$ cat src/rtl/gol_gen_if.sv
// Request and strobe bundle between the Game-of-Life generation sequencer and its pacing/datapath peers.
// master drives pacing requests and consumes strobes; slave is the sequencer.
interface gol_gen_if #(
    parameter int unsigned BIT_WIDTH  = 3,
    parameter int unsigned BIT_HEIGHT = 3,
    parameter int unsigned PERIOD_W   = 4
);
    localparam int unsigned IDX_W = BIT_WIDTH + BIT_HEIGHT;

    logic                frame_tick;
    logic                run;
    logic                step;
    logic                reseed;
    logic [PERIOD_W-1:0] period;
    logic [IDX_W-1:0]    cell_idx;
    logic                seed_we;
    logic                copy_we;
    logic                calc_we;
    logic                vga_source;
    logic                busy;
    logic                gen_done;
    logic [15:0]         gen_count;

    modport master (
        output frame_tick, run, step, reseed, period,
        input  cell_idx, seed_we, copy_we, calc_we, vga_source, busy, gen_done, gen_count
    );

    modport slave (
        input  frame_tick, run, step, reseed, period,
        output cell_idx, seed_we, copy_we, calc_we, vga_source, busy, gen_done, gen_count
    );
endinterface

$ cat src/rtl/gol_gen_sequencer.sv
// Game-of-Life generation sequencer: walks the cell index through SEED, COPY and CALC passes,
// drives the datapath write strobes and VGA buffer select, and paces generations from frame ticks.
module gol_gen_sequencer #(
    parameter int unsigned BIT_WIDTH  = 3,
    parameter int unsigned BIT_HEIGHT = 3,
    parameter int unsigned PERIOD_W   = 4
) (
    input logic      clk,
    input logic      reset,
    gol_gen_if.slave bus
);
    localparam int unsigned IDX_W = BIT_WIDTH + BIT_HEIGHT;
    localparam int unsigned SIZE  = 1 << IDX_W;
    localparam logic [IDX_W-1:0] LAST_IDX = IDX_W'(SIZE - 1);

    typedef enum logic [2:0] {IDLE, SEED, COPY, CALC, DONE} state_t;

    state_t              state_q, state_d;
    logic [IDX_W-1:0]    idx_q, idx_d;
    logic                seed_we_q, seed_we_d;
    logic                copy_we_q, copy_we_d;
    logic                calc_we_q, calc_we_d;
    logic                vga_q, vga_d;
    logic                busy_q, busy_d;
    logic                gen_done_q, gen_done_d;
    logic [15:0]         gen_count_q, gen_count_d;
    logic                seed_pend_q, seed_pend_d;
    logic                gen_pend_q, gen_pend_d;
    logic                tick_pend_q, tick_pend_d;
    logic [PERIOD_W-1:0] frame_cnt_q, frame_cnt_d;
    logic [PERIOD_W-1:0] period_m1;
    logic                tick_hit;
    logic                last_idx;

    // Frame pacing; >= lets a shortened period fire on the very next tick.
    always_comb begin
        period_m1   = (bus.period == '0) ? '0 : bus.period - PERIOD_W'(1);
        tick_hit    = bus.run & bus.frame_tick & (frame_cnt_q >= period_m1);
        frame_cnt_d = frame_cnt_q;
        if (!bus.run) begin
            frame_cnt_d = '0;
        end else if (bus.frame_tick) begin
            frame_cnt_d = tick_hit ? '0 : frame_cnt_q + PERIOD_W'(1);
        end
    end

    // Next state plus next value of every registered output.
    always_comb begin
        state_d     = state_q;
        idx_d       = '0;
        seed_we_d   = 1'b0;
        copy_we_d   = 1'b0;
        calc_we_d   = 1'b0;
        vga_d       = 1'b0;
        gen_done_d  = 1'b0;
        gen_count_d = gen_count_q;
        seed_pend_d = seed_pend_q | bus.reseed;
        gen_pend_d  = gen_pend_q | bus.step;
        tick_pend_d = (tick_pend_q | tick_hit) & bus.run;
        last_idx    = (idx_q == LAST_IDX);

        case (state_q)
            IDLE: begin
                if (seed_pend_q || bus.reseed) begin
                    state_d     = SEED;
                    seed_pend_d = 1'b0;
                    seed_we_d   = 1'b1;
                end else if (gen_pend_q || tick_pend_q || bus.step || tick_hit) begin
                    state_d     = COPY;
                    gen_pend_d  = 1'b0;
                    tick_pend_d = 1'b0;
                    copy_we_d   = 1'b1;
                end
            end
            SEED: begin
                if (last_idx) begin
                    state_d     = IDLE;
                    gen_count_d = '0;
                end else begin
                    seed_we_d = 1'b1;
                    idx_d     = idx_q + IDX_W'(1);
                end
            end
            COPY: begin
                if (last_idx) begin
                    state_d   = CALC;
                    calc_we_d = 1'b1;
                    vga_d     = 1'b1;
                end else begin
                    copy_we_d = 1'b1;
                    idx_d     = idx_q + IDX_W'(1);
                end
            end
            CALC: begin
                if (last_idx) begin
                    state_d     = DONE;
                    gen_done_d  = 1'b1;
                    gen_count_d = gen_count_q + 16'd1;
                end else begin
                    calc_we_d = 1'b1;
                    vga_d     = 1'b1;
                    idx_d     = idx_q + IDX_W'(1);
                end
            end
            DONE: begin
                state_d = IDLE;
            end
            default: begin
                state_d = IDLE;
            end
        endcase

        busy_d = (state_d != IDLE);
    end

    always_ff @(posedge clk) begin
        if (reset) begin
            state_q     <= IDLE;
            idx_q       <= '0;
            seed_we_q   <= 1'b0;
            copy_we_q   <= 1'b0;
            calc_we_q   <= 1'b0;
            vga_q       <= 1'b0;
            busy_q      <= 1'b0;
            gen_done_q  <= 1'b0;
            gen_count_q <= '0;
            seed_pend_q <= 1'b1;
            gen_pend_q  <= 1'b0;
            tick_pend_q <= 1'b0;
            frame_cnt_q <= '0;
        end else begin
            state_q     <= state_d;
            idx_q       <= idx_d;
            seed_we_q   <= seed_we_d;
            copy_we_q   <= copy_we_d;
            calc_we_q   <= calc_we_d;
            vga_q       <= vga_d;
            busy_q      <= busy_d;
            gen_done_q  <= gen_done_d;
            gen_count_q <= gen_count_d;
            seed_pend_q <= seed_pend_d;
            gen_pend_q  <= gen_pend_d;
            tick_pend_q <= tick_pend_d;
            frame_cnt_q <= frame_cnt_d;
        end
    end

    assign bus.cell_idx   = idx_q;
    assign bus.seed_we    = seed_we_q;
    assign bus.copy_we    = copy_we_q;
    assign bus.calc_we    = calc_we_q;
    assign bus.vga_source = vga_q;
    assign bus.busy       = busy_q;
    assign bus.gen_done   = gen_done_q;
    assign bus.gen_count  = gen_count_q;
endmodule

$ cat src/flat_wrapper.sv
// flat-port wrapper written by rule: the top's interface ports become plain ports
module gol_gen_sequencer_flat 
#(
    parameter int unsigned BIT_WIDTH  = 3,
    parameter int unsigned BIT_HEIGHT = 3,
    parameter int unsigned PERIOD_W   = 4
)
  (clk, reset, bus_frame_tick, bus_run, bus_step, bus_reseed, bus_period, bus_cell_idx, bus_seed_we, bus_copy_we, bus_calc_we, bus_vga_source, bus_busy, bus_gen_done, bus_gen_count);
  gol_gen_if #(.BIT_WIDTH(BIT_WIDTH), .BIT_HEIGHT(BIT_HEIGHT), .PERIOD_W(PERIOD_W)) bus_i ();
  input logic clk;
  input logic reset;
  input wire logic [$bits(bus_i.frame_tick)-1:0] bus_frame_tick;
  input wire logic [$bits(bus_i.run)-1:0] bus_run;
  input wire logic [$bits(bus_i.step)-1:0] bus_step;
  input wire logic [$bits(bus_i.reseed)-1:0] bus_reseed;
  input wire logic [$bits(bus_i.period)-1:0] bus_period;
  output wire logic [$bits(bus_i.cell_idx)-1:0] bus_cell_idx;
  output wire logic [$bits(bus_i.seed_we)-1:0] bus_seed_we;
  output wire logic [$bits(bus_i.copy_we)-1:0] bus_copy_we;
  output wire logic [$bits(bus_i.calc_we)-1:0] bus_calc_we;
  output wire logic [$bits(bus_i.vga_source)-1:0] bus_vga_source;
  output wire logic [$bits(bus_i.busy)-1:0] bus_busy;
  output wire logic [$bits(bus_i.gen_done)-1:0] bus_gen_done;
  output wire logic [$bits(bus_i.gen_count)-1:0] bus_gen_count;
  assign bus_i.frame_tick = bus_frame_tick;
  assign bus_i.run = bus_run;
  assign bus_i.step = bus_step;
  assign bus_i.reseed = bus_reseed;
  assign bus_i.period = bus_period;
  assign bus_cell_idx = bus_i.cell_idx;
  assign bus_seed_we = bus_i.seed_we;
  assign bus_copy_we = bus_i.copy_we;
  assign bus_calc_we = bus_i.calc_we;
  assign bus_vga_source = bus_i.vga_source;
  assign bus_busy = bus_i.busy;
  assign bus_gen_done = bus_i.gen_done;
  assign bus_gen_count = bus_i.gen_count;
  gol_gen_sequencer #(.BIT_WIDTH(BIT_WIDTH), .BIT_HEIGHT(BIT_HEIGHT), .PERIOD_W(PERIOD_W)) u_core (.clk(clk), .reset(reset), .bus(bus_i));
endmodule
$ cat config.mk
export PLATFORM = sky130hd
export DESIGN_NAME = gol_gen_sequencer_flat
export DESIGN_NICKNAME = d
export VERILOG_FILES = /design/src/rtl/gol_gen_if.sv /design/src/rtl/gol_gen_sequencer.sv /design/src/flat_wrapper.sv
export SDC_FILE = /design/constraint.sdc
export NUM_CORES = 1
export LEC_CHECK = 0
export CORE_MARGIN = 1.5
export CORE_UTILIZATION = 50
export CTS_CLUSTER_DIAMETER = 150
export CTS_CLUSTER_SIZE = 40
export DETAILED_ROUTE_END_ITERATION = 16
export PLACE_DENSITY = 0.76
export SYNTH_ARGS = -nofsm -noshare
export SYNTH_HDL_FRONTEND = slang
export SYNTH_SLANG_ARGS = --single-unit
$ cat constraint.sdc
create_clock -name clk -period 2.55 [get_ports clk]
set_input_delay 0.51 -clock clk [delete_from_list [all_inputs] [get_ports clk]]
set_output_delay 0.51 -clock clk [all_outputs]
set_load 0.1 [all_outputs]
# Word level (Yosys, flattened, before mapping)
# Cells that the tools add are included.
# Widths: inputs -> output; s select.
[totals] ff_bits=37 in_bits=10 output_inout_bits=28 word_cells=72
[op_classes] n_addsub=4 n_lt_le_gt_ge=1 n_eq_ne=6 n_mux=27 bitwise=9 reduce_logical=13
[op_table] op="$mux 16" count=2
[op_table] op="$pmux 16 s2" count=1
[op_table] op="$add 16x1->16 const B" count=1
[op_table] op="$mux 3" count=5
[op_table] op="$mux 1" count=13
[op_table] op="$pmux 3 s4" count=1
[op_table] op="$mux 4" count=2
[op_table] op="$add 6x1->6 const B" count=1
[op_table] op="$eq 3x2->1 const B" count=2
[op_table] op="$eq 6x6->1 const B" count=1
[op_table] op="$pmux 1 s2" count=3
[op_table] op="$reduce_or 3->1" count=2
[op_table] op="$add 4x1->4 const B" count=1
[op_table] op="$ge 4x4->1" count=1
[op_table] op="$logic_not 4->1" count=1
[op_table] op="$logic_or 1x1->1" count=4
[op_table] op="$ne 2x1->1 const B" count=2
[op_table] op="$reduce_or 2->1" count=2
[op_table] op="$sub 4x1->4 const B" count=1
[op_table] op="$and 1x1->1" count=3
[op_table] op="$eq 3x1->1 const B" count=1
[op_table] op="$logic_not 3->1" count=1
[op_table] op="$not 1->1" count=3
[op_table] op="$or 1x1->1" count=3
[op_table] op="3 further kinds" count=3

# Logic depth before layout (Yosys ltp)
[depth] ltp_word=9 ltp_mapped=9 mapped_depth_nobuf=9

# Worst setup path before layout
# No wires, ideal clock.
[synth_timing] kind="register -> register" startpoint="reg u_core.idx_q[0], in the netlist u_core.bus.cell_idx[0]" endpoint="reg u_core.gen_count_q[8], in the netlist u_core.bus.gen_count[8]" setup_ns=0.117 arrival_ns=2.370 t_required_ns=2.433 slack_ns=0.063 path_stages_with_launch=8 path_buffers=1 synth_period_minus_slack_ns=2.487 path_cell_list="dfxtp_1 > ha_1 > nand3_1 > or3_1 > buf_6 > nor4_4 > xnor2_1 > nor2_2"
[synth_between] elab_chain_cells=3 word_cells_on_any_way=4 cone_classes="eq/ne (3); reduce/logical (1)"
[synth_rtl] element="start: declaration" line="gol_gen_sequencer.sv:19" source="logic [IDX_W-1:0] idx_q, idx_d;"
[synth_rtl] element="start signal: assignment" line="gol_gen_sequencer.sv:133" source="idx_q <= idx_d;"
[synth_rtl] element="$eq 6x6->1 (*)" line="gol_gen_sequencer.sv:60" source="last_idx = (idx_q == LAST_IDX);"
[synth_rtl] element="$ne 2x1->1 (no line)"
[synth_rtl] element="$reduce_and 3->1 (no line) (*)"
[synth_rtl] element="end signal: assignment" line="gol_gen_sequencer.sv:140" source="gen_count_q <= gen_count_d;"
[synth_rtl] element="end: declaration" line="gol_gen_sequencer.sv:26" source="logic [15:0] gen_count_q, gen_count_d;"
# Every way passes the cells marked *; elsewhere a longest branch is shown, timed or not.
# A chain may end at the register's enable or synchronous reset.

# Worst setup path after layout
[layout_timing] startpoint="in bus_period[1]" endpoint="reg u_core.frame_cnt_q[0]"
[layout_between] elab_chain_cells=5 word_cells_on_any_way=6 cone_classes="add/sub (1); order compare (1); mux (2); bitwise (1); reduce/logical (1)"
[layout_rtl] element="start: declaration" line="flat_wrapper.sv:16" source="input wire logic [$bits(bus_i.period)-1:0] bus_period;"
[layout_rtl] element="$sub 4x1->4 / $logic_not 4->1 (equally long branches)" line="gol_gen_sequencer.sv:37" source="period_m1 = (bus.period == '0) ? '0 : bus.period - PERIOD_W'(1);"
[layout_rtl] element="$mux 4 (*)" line="gol_gen_sequencer.sv:37"
[layout_rtl] element="$ge 4x4->1 (*)" line="gol_gen_sequencer.sv:38" source="tick_hit = bus.run & bus.frame_tick & (frame_cnt_q >= period_m1);"
[layout_rtl] element="$and 1x1->1 (*)" line="gol_gen_sequencer.sv:38"
[layout_rtl] element="$mux 4 (*)" line="gol_gen_sequencer.sv:43" source="frame_cnt_d = tick_hit ? '0 : frame_cnt_q + PERIOD_W'(1);"
[layout_rtl] element="end signal: assignment" line="gol_gen_sequencer.sv:144" source="frame_cnt_q <= frame_cnt_d;"
[layout_rtl] element="end: declaration" line="gol_gen_sequencer.sv:30" source="logic [PERIOD_W-1:0] frame_cnt_q, frame_cnt_d;"
# Marks and branches as above.

==> out/metrics.cfg <==
[run_status]
status = finished clean

[clock_network]
h-tree-depth = 2
cts.repair.resized = 0
insertion_delay_ps = 340
clock_sinks = 37
clkSlewWorstSetupHoldPaths_ps = 100
cts_buffer_depth = 2
postCtsSetupBuffers = 0
root_buffer = clkbuf_4
cts_tree = yes
cts_hold_buf = 0
numCtsBuffers = 5

[yosys]
yosys.area_share.adder_pct = 4.87
ys.flop_type = dfxtp_1
seq_area_frac_synth_pct = 41.2
synth-async-reset-ratio_pct = 0
syn_inst = 208
synth_compound_area_share_pct = 13.6
syn-mean-instance-area_sq_um = 8.65
synth_xor_area_share_pct = 6.82
yosys_warnings = 0
synthMuxAreaShare_pct = 1.25
syn-cell-area_sq_um = 1800
synth_top_family_by_area = simple AND/OR/NAND/NOR gates
syn-num-nets = 225
synthSimpleGateAreaFrac_pct = 28.2
ys_seq_elements = 37
synth_cell_types = 47
synth_edf_count = 0

[power]
powerDensity_nw_per_um2 = 484
total_power_uw = 1070
switchingPower_uw = 290
p_comb_share_pct = 14.6
ir_drop_mv = 0.329
intPower_uw = 782
p_leak_uw = 0.000902
p_clk_share_pct = 28.8
seq_power_share_pct = 56.6
p_sw_share_pct = 27.1

[detailed_routing]
viasPerCell = 5.27
drcViolationCount = 0
antenna_left = 0
drt_iter0_drc = 55
routed_wl_um = 3580
first_pass_iters = 4
detail_route.wl_per_cell_um = 12.1
vias = 1566

[timing]
finClkSkew_ps = 14.1
worstMarginPinSlew_ps = 579
hold_viol_final = 0
fmax_ghz = 0.423
rsz0062_at_grt = false
period_share_pct = 92.7
fin_tns_setup_ps = 0
min_period_ps = 2360
setup_viol = 0
slew_viol_final = 0
slew_headroom_pct = 61.1

[layout]
final_nets = 268
drive_above_1_share_pct = 20.3
area_delta_synth_final_pct = 23.0
final_common_cell = dfxtp_1
final_cell_mix = dfxtp_1, buf_4, nor2_1
design_area_sq_um = 2210
diodes = 0

[die]
fp.dieW_um = 63.0
rows = 21
io_pins = 38
die_h_um = 63.0
core-area_sq_um = 3390
initial_utilization_pct = 53.1
die-area_sq_um = 3970

[placement]
placed_cell_area_sq_um = 2160
portBuffers = 37
dp_hpwl_um = 2670
routabilityCongestion = 0.826

[critical_path]
crit_fanout = 3
crit_required_ps = 2840
startpoint_type = input pin
rr_startpoint = u_core.frame_cnt_q[0]
reg2reg_depth = 8
rr_endpoint = u_core.frame_cnt_q[0]
rrSetupSlack_ps = 610
critPathCaptureType = register
critPathKind = input pin to register
crit_arrival_ps = 2660

[global_route]
grt_usage_pct = 20.2
grt_max_degree = 14
grt_pass1_wl_um = 6470
antenna_found_initial = 0
grt_overflow = 0
grt_pass1_vias = 1465

[hold_path]
hold_path.class = register to register
min_to = u_core.bus.cell_idx[0]
hp-start = u_core.bus.cell_idx[0]
hold_path_depth = 1

[flow_run]
timing.max_cap.violations = 0

per-layer routing:
metal  track usage [%]  part of all wire (%)
met5                 0                     0
met4              10.8                   2.0
met3              3.24                   6.1
met2              31.9                    43
met1              26.3                    49
final cells by class:
type,instances,area [sq um]
repair buffers,44,353
fillers,300,1180
inverters,6,22.5
clock buffers,7,55.1
well taps,46,57.6
flip-flops and latches,37,741
multi-input cells,157,985
flip-flops by register name (all words and copies together), names as in the netlist, 3 cells and up:
register and flops:
u_core.bus.gen_count 16, u_core.bus.cell_idx 6, u_core.frame_cnt_q 4, u_core.state_q 3
per-stage QoR:
stage | std cells | setup WS, ps | utilization (%) | hold WS (ps)
after floorplan | 208 | 63.0 | - | 464
after global placement | 290 | -140 | 63.7 | 454
after detailed placement | 290 | -181 | 63.7 | 456
after CTS | 297 | 181 | 65.3 | 483
after global routing | 297 | 2.27 | 65.3 | 520
final | 297 | 185 | 65.3 | 475
kinds of logic (layout without fill, tap and decap cells):
family          after synthesis  in the layout
mux                           2              2
simple gates                 96             96
fa+ha+maj                     7              7
flops                        37             37
xor+xnor                     14             14
compound gates               38             38
buf+inv                      14             57
cell usage after synthesis (3+ instances only):
| master | n | area, sq um |
|---|---|---|
| xor2_1 | 4 | 35.0 |
| or3_1 | 3 | 18.8 |
| nand4_1 | 5 | 31.3 |
| ha_1 | 7 | 87.6 |
| nand2b_1 | 5 | 31.3 |
| nand3_1 | 9 | 45.0 |
| xnor2_1 | 10 | 87.6 |
| o21ai_0 | 11 | 55.1 |
| dfxtp_1 | 37 | 741 |
| a21oi_1 | 9 | 45.0 |
| inv_1 | 6 | 22.5 |
| clkbuf_1 | 3 | 11.3 |
| nand2_1 | 13 | 48.8 |
| a31oi_1 | 3 | 18.8 |
| nor2_1 | 29 | 109 |
| nor3_1 | 14 | 70.1 |
worst max-delay path, cell delays in order:
cell	delay, ps
clkdlybuf4s50_1	440
nor2_1	180
nand2_1	70
mux2_2	260
ha_1	200
a2111oi_2	390
buf_4	180
o21ai_0	70
mux2_2	270
nor2_1	80
worst max path at each step:
stage	startpoint	to	cells after the start	slack, ps
3_3_place_gp	bus_period[2]	u_core.frame_cnt_q[0]	10	-140
3_5_place_dp	bus_period[1]	u_core.frame_cnt_q[0]	10	-180
6_report	bus_period[1]	u_core.frame_cnt_q[0]	10	190
4_1_cts	bus_period[2]	u_core.frame_cnt_q[0]	10	180
5_1_grt	bus_period[2]	u_core.frame_cnt_q[3]	10	2
2_1_floorplan	u_core.bus.cell_idx[0]	u_core.bus.gen_count[8]	7	60
power by group through the flow:
| stage | clock network, uW | registers, uW | logic (uW) |
|---|---|---|---|
| 2_1_floorplan | 0 | 661 | 69.9 |
| 3_3_place_gp | 0 | 620 | 156 |
| 3_5_place_dp | 0 | 620 | 157 |
| 4_1_cts | 320 | 607 | 157 |
| 5_1_grt | 345 | 610 | 170 |
| 6_report | 309 | 607 | 156 |
Power figures use the tool's default switching activity.
